$ cat config.mk
export PLATFORM = sky130hd
export DESIGN_NAME = multicycle_control
export DESIGN_NICKNAME = d
export VERILOG_FILES = /design/src/rtl/control_pkg.sv /design/src/rtl/mem_wait_timer.sv /design/src/rtl/multicycle_control.sv
export SDC_FILE = /design/constraint.sdc
export NUM_CORES = 1
export LEC_CHECK = 0
export ABC_AREA = 1
export CAP_MARGIN = 40
export CORE_UTILIZATION = 40
export CTS_CLUSTER_SIZE = 28
export DETAILED_ROUTE_END_ITERATION = 10
export PLACE_DENSITY = 0.75
export SYNTH_ARGS = -nofsm -noshare
export SYNTH_HDL_FRONTEND = slang
export SYNTH_HIERARCHICAL = 1
export SYNTH_SLANG_ARGS = --single-unit
$ cat constraint.sdc
create_clock -name clk -period 1.4 [get_ports clk]
set_input_delay 0.21 -clock clk [delete_from_list [all_inputs] [get_ports clk]]
set_output_delay 0.21 -clock clk [all_outputs]
set_load 0.02 [all_outputs]
$ cat src/rtl/control_pkg.sv
// Shared encodings for the multicycle main control FSM: opcodes, states,
// datapath select codes and the decoded control word.
package control_pkg;

  localparam logic [5:0] OP_R     = 6'd4;
  localparam logic [5:0] OP_ADDIU = 6'd12;
  localparam logic [5:0] OP_SUBIU = 6'd13;
  localparam logic [5:0] OP_SW    = 6'd16;
  localparam logic [5:0] OP_LW    = 6'd17;
  localparam logic [5:0] OP_BEQ   = 6'd19;
  localparam logic [5:0] OP_J     = 6'd28;

  localparam logic [3:0] S_IDLE     = 4'd0;
  localparam logic [3:0] S_FETCH    = 4'd1;
  localparam logic [3:0] S_DECODE   = 4'd2;
  localparam logic [3:0] S_EXEC_R   = 4'd3;
  localparam logic [3:0] S_EXEC_I   = 4'd4;
  localparam logic [3:0] S_ALU_WB   = 4'd5;
  localparam logic [3:0] S_MEM_ADDR = 4'd6;
  localparam logic [3:0] S_MEM_RD   = 4'd7;
  localparam logic [3:0] S_MEM_WB   = 4'd8;
  localparam logic [3:0] S_MEM_WR   = 4'd9;
  localparam logic [3:0] S_BRANCH   = 4'd10;
  localparam logic [3:0] S_JUMP     = 4'd11;
  localparam logic [3:0] S_TRAP     = 4'd12;

  localparam logic [1:0] ALU_SUB   = 2'b00;
  localparam logic [1:0] ALU_ADD   = 2'b01;
  localparam logic [1:0] ALU_FUNCT = 2'b10;

  localparam logic [1:0] SRCB_REG   = 2'b00;
  localparam logic [1:0] SRCB_FOUR  = 2'b01;
  localparam logic [1:0] SRCB_IMM   = 2'b10;
  localparam logic [1:0] SRCB_IMMSH = 2'b11;

  localparam logic [1:0] PCS_ALU    = 2'b00;
  localparam logic [1:0] PCS_ALUOUT = 2'b01;
  localparam logic [1:0] PCS_JUMP   = 2'b10;

  localparam logic [1:0] TC_NONE    = 2'b00;
  localparam logic [1:0] TC_ILLEGAL = 2'b01;
  localparam logic [1:0] TC_TIMEOUT = 2'b10;

  typedef struct packed {
    logic       pcWrite;
    logic       pcWriteCond;
    logic       iorD;
    logic       irWrite;
    logic       memRead;
    logic       memWrite;
    logic       memtoReg;
    logic       regDst;
    logic       regWrite;
    logic       aluSrcA;
    logic [1:0] aluSrcB;
    logic [1:0] aluOp;
    logic [1:0] pcSource;
    logic       instrDone;
  } ctrl_t;

endpackage

$ cat src/rtl/mem_wait_timer.sv
// Counts consecutive not-ready cycles of a memory access and flags the cycle
// in which the wait budget would be exhausted.
module mem_wait_timer
  import control_pkg::*;
#(
  parameter int MEM_TIMEOUT = 16,
  parameter int CNT_W       = 5
) (
  input  logic clk,
  input  logic rst_n,
  input  logic waiting,
  input  logic ready,
  output logic expired
);

  logic [CNT_W-1:0] cnt;

  // expired fires on the MEM_TIMEOUT-th not-ready cycle; ready in that cycle wins
  assign expired = waiting && !ready && (cnt == CNT_W'(MEM_TIMEOUT - 1));

  always_ff @(posedge clk) begin
    if (!rst_n || !waiting || ready || expired) cnt <= '0;
    else                                         cnt <= cnt + 1'b1;
  end

endmodule

$ cat src/rtl/multicycle_control.sv
// Moore-style main control for the multicycle datapath: sequences fetch,
// decode, execute, memory and write-back, with memory stall and trap handling.
module multicycle_control
  import control_pkg::*;
#(
  parameter int OPCODE_W    = 6,
  parameter int ALUOP_W     = 2,
  parameter int MEM_TIMEOUT = 16,
  parameter int CNT_W       = 5
) (
  input  logic                clk,
  input  logic                rst_n,
  input  logic                Run,
  input  logic [OPCODE_W-1:0] OpCode,
  input  logic                Zero,
  input  logic                MemReady,
  output logic                PCWrite,
  output logic                PCWriteCond,
  output logic                IorD,
  output logic                IRWrite,
  output logic                MemRead,
  output logic                MemWrite,
  output logic                MemtoReg,
  output logic                RegDst,
  output logic                RegWrite,
  output logic                ALUSrcA,
  output logic [1:0]          ALUSrcB,
  output logic [ALUOP_W-1:0]  ALUOp,
  output logic [1:0]          PCSource,
  output logic                InstrDone,
  output logic                Trap,
  output logic [1:0]          TrapCause
);

  logic [3:0] state, nextState;
  logic [1:0] trapCause;
  logic       waiting, expired;
  logic       isR, isAddiu, isSubiu, isSw, isLw, isBeq, isJ;
  ctrl_t      ctl;

  // Zero only qualifies PCWriteCond inside the datapath
  logic unusedZero;
  assign unusedZero = Zero;

  assign isR     = (OpCode == OPCODE_W'(OP_R));
  assign isAddiu = (OpCode == OPCODE_W'(OP_ADDIU));
  assign isSubiu = (OpCode == OPCODE_W'(OP_SUBIU));
  assign isSw    = (OpCode == OPCODE_W'(OP_SW));
  assign isLw    = (OpCode == OPCODE_W'(OP_LW));
  assign isBeq   = (OpCode == OPCODE_W'(OP_BEQ));
  assign isJ     = (OpCode == OPCODE_W'(OP_J));

  assign waiting = (state == S_FETCH) || (state == S_MEM_RD) || (state == S_MEM_WR);

  mem_wait_timer #(.MEM_TIMEOUT(MEM_TIMEOUT), .CNT_W(CNT_W)) uTimer (
    .clk     (clk),
    .rst_n   (rst_n),
    .waiting (waiting),
    .ready   (MemReady),
    .expired (expired)
  );

  always_comb begin
    nextState = state;
    case (state)
      S_IDLE:   if (Run) nextState = S_FETCH;
      S_FETCH:  if (MemReady) nextState = S_DECODE;
                else if (expired) nextState = S_TRAP;
      S_DECODE: begin
        if (isR)                   nextState = S_EXEC_R;
        else if (isAddiu || isSubiu) nextState = S_EXEC_I;
        else if (isLw || isSw)     nextState = S_MEM_ADDR;
        else if (isBeq)            nextState = S_BRANCH;
        else if (isJ)              nextState = S_JUMP;
        else                       nextState = S_TRAP;
      end
      S_EXEC_R, S_EXEC_I: nextState = S_ALU_WB;
      S_MEM_ADDR: nextState = isLw ? S_MEM_RD : S_MEM_WR;
      S_MEM_RD: if (MemReady) nextState = S_MEM_WB;
                else if (expired) nextState = S_TRAP;
      S_MEM_WR: if (MemReady) nextState = Run ? S_FETCH : S_IDLE;
                else if (expired) nextState = S_TRAP;
      S_ALU_WB, S_MEM_WB, S_BRANCH, S_JUMP: nextState = Run ? S_FETCH : S_IDLE;
      S_TRAP:   nextState = S_TRAP;
      default:  nextState = S_IDLE;
    endcase
  end

  always_ff @(posedge clk) begin
    if (!rst_n) begin
      state     <= S_IDLE;
      trapCause <= TC_NONE;
    end else begin
      state <= nextState;
      // only DECODE can trap on an opcode; every other trap entry is a wait timeout
      if (state != S_TRAP && nextState == S_TRAP)
        trapCause <= (state == S_DECODE) ? TC_ILLEGAL : TC_TIMEOUT;
    end
  end

  always_comb begin
    ctl = '0;
    case (state)
      S_FETCH: begin
        ctl.memRead  = 1'b1;
        ctl.aluSrcB  = SRCB_FOUR;
        ctl.aluOp    = ALU_ADD;
        ctl.pcSource = PCS_ALU;
        ctl.irWrite  = MemReady;
        ctl.pcWrite  = MemReady;
      end
      S_DECODE: begin
        ctl.aluSrcB = SRCB_IMMSH;
        ctl.aluOp   = ALU_ADD;
      end
      S_EXEC_R: begin
        ctl.aluSrcA = 1'b1;
        ctl.aluSrcB = SRCB_REG;
        ctl.aluOp   = ALU_FUNCT;
      end
      S_EXEC_I: begin
        ctl.aluSrcA = 1'b1;
        ctl.aluSrcB = SRCB_IMM;
        ctl.aluOp   = isSubiu ? ALU_SUB : ALU_ADD;
      end
      S_ALU_WB: begin
        ctl.regWrite  = 1'b1;
        ctl.regDst    = isR;
        ctl.instrDone = 1'b1;
      end
      S_MEM_ADDR: begin
        ctl.aluSrcA = 1'b1;
        ctl.aluSrcB = SRCB_IMM;
        ctl.aluOp   = ALU_ADD;
      end
      S_MEM_RD: begin
        ctl.memRead = 1'b1;
        ctl.iorD    = 1'b1;
      end
      S_MEM_WB: begin
        ctl.regWrite  = 1'b1;
        ctl.memtoReg  = 1'b1;
        ctl.instrDone = 1'b1;
      end
      S_MEM_WR: begin
        ctl.memWrite  = 1'b1;
        ctl.iorD      = 1'b1;
        ctl.instrDone = MemReady;
      end
      S_BRANCH: begin
        ctl.aluSrcA     = 1'b1;
        ctl.aluSrcB     = SRCB_REG;
        ctl.aluOp       = ALU_SUB;
        ctl.pcWriteCond = 1'b1;
        ctl.pcSource    = PCS_ALUOUT;
        ctl.instrDone   = 1'b1;
      end
      S_JUMP: begin
        ctl.pcWrite   = 1'b1;
        ctl.pcSource  = PCS_JUMP;
        ctl.instrDone = 1'b1;
      end
      default: ctl = '0;
    endcase
  end

  assign PCWrite     = ctl.pcWrite;
  assign PCWriteCond = ctl.pcWriteCond;
  assign IorD        = ctl.iorD;
  assign IRWrite     = ctl.irWrite;
  assign MemRead     = ctl.memRead;
  assign MemWrite    = ctl.memWrite;
  assign MemtoReg    = ctl.memtoReg;
  assign RegDst      = ctl.regDst;
  assign RegWrite    = ctl.regWrite;
  assign ALUSrcA     = ctl.aluSrcA;
  assign ALUSrcB     = ctl.aluSrcB;
  assign ALUOp       = ALUOP_W'(ctl.aluOp);
  assign PCSource    = ctl.pcSource;
  assign InstrDone   = ctl.instrDone;
  assign Trap        = (state == S_TRAP);
  assign TrapCause   = trapCause;

endmodule

==> flow_summary.json <==
{
  "cts_tree": "yes",
  "hold_violations": 0,
  "final_cell_mix": "50 x buf_4, 26 x inv_1, 18 x nand2_1",
  "ant_nets": 0,
  "critPathSlowestCell": "clkdlybuf4s50_1",
  "gp_congestion": 0.888,
  "die-height_um": 49.1,
  "syn_nets": 167,
  "topRoutingLayerUsed": "met4",
  "cts.path.max_buffers": 2,
  "antenna-diode-count": 0,
  "initial_core_util_pct": 43.9,
  "vias": 1524,
  "root_buffer": "clkbuf_4",
  "antenna_found_initial": 0,
  "drc": 0,
  "netlist_area_um2": 888,
  "grt_max_degree": 7,
  "pin_count": 31,
  "grt_overflow_total": 0,
  "setup_viol_count_final": 28,
  "hold_class": "reg2reg",
  "slew_headroom_pct": 71.2,
  "cts.hold.buffers_added": 0,
  "setup_slack_ps": -472,
  "cts_sinks": 11,
  "final_common_cell": "buf_4",
  "crit_start": "OpCode[4]",
  "hpwlAfterDp_mm": 2.17,
  "required_ps": 1560,
  "areaGrowthSynthToFinish_pct": 104,
  "cts_buffers": 3,
  "drive_gt1_share_pct": 57.3,
  "routedWlPerCell_um": 18.3,
  "drv_slew": 0,
  "drt-total-wl_mm": 4.77,
  "yosys_warnings": 6,
  "slowest_delay_ps": 510,
  "cp-end-kind": "flop",
  "reg2regPathDepth": 12,
  "rows": 16,
  "fin_area_um2": 1810,
  "grt_pass1_vias": 1301,
  "p_leak_nw": 0.959,
  "ys_seq_elements": 11,
  "drt_iter0_drc": 91,
  "netlist_instances": 154,
  "path_clk_slew_ps": 70,
  "final.min_clock_period_ps": 1870,
  "cts_max_level": 1,
  "n_fill_cell": 87,
  "setup.worst_path.class": "in2reg",
  "ys_seq_area_share_pct": 24.8,
  "die_w_um": 49.1,
  "cp-endpoint": "TrapCause[0]$_SDFFE_PN0P_",
  "rsz0062_at_grt": "true",
  "cp.arrival_ps": 2030,
  "yosys.cell_types.count": 21,
  "status": "complete, but fails checks",
  "core-area_um2": 2020,
  "syn_area_per_cell_um2": 5.77,
  "grt_first_pass_wirelength_mm": 5.35,
  "wl_met1_mm": 1.52,
  "portBuffers": 29,
  "fin_skew_ps": 8.83,
  "crit_chain": "clkdlybuf4s50_1, inv_1, nor2_1, nand3_1, nor2_1, nor2_1, nand3_2, nand3_2, nand2_2, a21oi_2",
  "r2r_start": "state[2]$_SDFF_PN0_",
  "ff2ff_setup_slack_ps": -400,
  "maxCapViolCount": 0,
  "grtUsageTotal_pct": 28.8,
  "startpoint_type": "primary input",
  "insertion_delay_ps": 280,
  "placed_area_um2": 1500,
  "dieArea_um2": 2410,
  "firstDrtPassIters": 4,
  "wl_met2_mm": 2.26,
  "nets": 248,
  "avgViaCountPerCell": 5.84,
  "ir_drop_mv": 0.761,
  "finalCritPeriodShare_pct": 134,
  "wl_met3_um": 497,
  "fmax_ghz": 0.534,
  "worstPathMaxFanout": 4,
  "worstMarginPinSlew_ps": 430,
  "r2r_end": "TrapCause[0]$_SDFFE_PN0P_",
  "failed_checks": "negative setup slack",
  "dp_slack_ps": -534,
  "cp_common_cell": "nor2_1",
  "power.density_nw_per_um2": 605
}
## power breakdown
group	total, mW	leakage (nW)	internal, mW	switching [mW]
registers	0.344	0.0930	0.323	0.0206
clock network	0.229	0.0150	0.110	0.118
logic	0.522	0.851	0.229	0.293
## cells by family after synthesis
family | count (synthesis) | synth area share [%]
AO/OA/AOI/OAI | 13 | 8.03
XOR/XNOR | 1 | 0.986
adder cells (fa/ha/maj) | 2 | 2.82
buffers and inverters | 37 | 16.1
flip-flops | 11 | 24.8
AND/OR/NAND/NOR | 90 | 47.3
## sequential cells by signal, summed over array words and instances (netlist names)
signal / cells
state: 4
TrapCause: 2
uTimer/cnt: 5
## metrics by stage
| step | power (mW) | hold slack (ps) | cells | setup TNS [ps] | util [%] |
|---|---|---|---|---|---|
| CTS | 0.983 | 466 | 256 | -2720 | 82.8 |
| detailed placement | 0.723 | 451 | 242 | -7030 | 74.3 |
| global placement | 0.712 | 453 | 242 | -6410 | 74.3 |
| floorplan | 0.535 | 308 | 154 | -220 | - |
| global route | 1.12 | 494 | 261 | -8640 | 89.5 |
| finish | 1.09 | 473 | 261 | -6660 | 89.5 |
## worst max-delay path, delay by kind of cell
family	cells	cell delay, ps
simple gates	7	1180
buf+inv	2	590
compound gates	1	50
## area by class of cell
type / count / area (um^2) / area share [%]
well taps: 27 / 33.8 / 1.87
flip-flops and latches: 11 / 238 / 13.1
inverters: 36 / 138 / 7.61
multi-input cells: 106 / 711 / 39.3
repair buffers: 77 / 663 / 36.7
clock buffers: 4 / 26.3 / 1.45
## cell usage after synthesis, drive strengths merged
master / instances / share of area (%)
inv: 36 / 15
nor2: 36 / 19
nand2: 32 / 14
nand3: 17 / 11
dfxtp: 11 / 25
o21ai: 7 / 3.9
nand4: 4 / 2.8
a21oi: 3 / 1.7
ha: 2 / 2.8
a31o: 1 / 0.99
a31oi: 1 / 0.70
buf: 1 / 0.85
nand3b: 1 / 0.85
o22ai: 1 / 0.70
xnor2: 1 / 0.99
## routing by layer
metal	vias to the layer above	GRT usage, %
met1	659	28.2
met2	153	56.2
met5	-	0
met4	0	17.6
li1	636	-
met3	76	3.43
## how the worst min path moves through the flow
| stage | startpoint | to | slack (ps) | depth (start not counted) |
|---|---|---|---|---|
| finish | TrapCause[0]$_SDFFE_PN0P_ | TrapCause[0]$_SDFFE_PN0P_ | 470 | 2 |
| global route | TrapCause[0]$_SDFFE_PN0P_ | TrapCause[0]$_SDFFE_PN0P_ | 490 | 2 |
| CTS | TrapCause[0]$_SDFFE_PN0P_ | TrapCause[0]$_SDFFE_PN0P_ | 470 | 2 |
| detailed placement | TrapCause[0]$_SDFFE_PN0P_ | TrapCause[0]$_SDFFE_PN0P_ | 450 | 2 |
| global placement | TrapCause[0]$_SDFFE_PN0P_ | TrapCause[0]$_SDFFE_PN0P_ | 450 | 2 |
| floorplan | rst_n | state[2]$_SDFF_PN0_ | 310 | 2 |
## timing repair
action / 4_1_cts / 5_1_grt
resized for setup: 128 / 32
buffers inserted: 10 / 7
endpoints found under the setup margin: 26 / 29
pin swaps: 17 / 19
endpoints found under the hold margin: 0 / 0
gates cloned: 0 / 0
(Power assumes the default switching activity.)
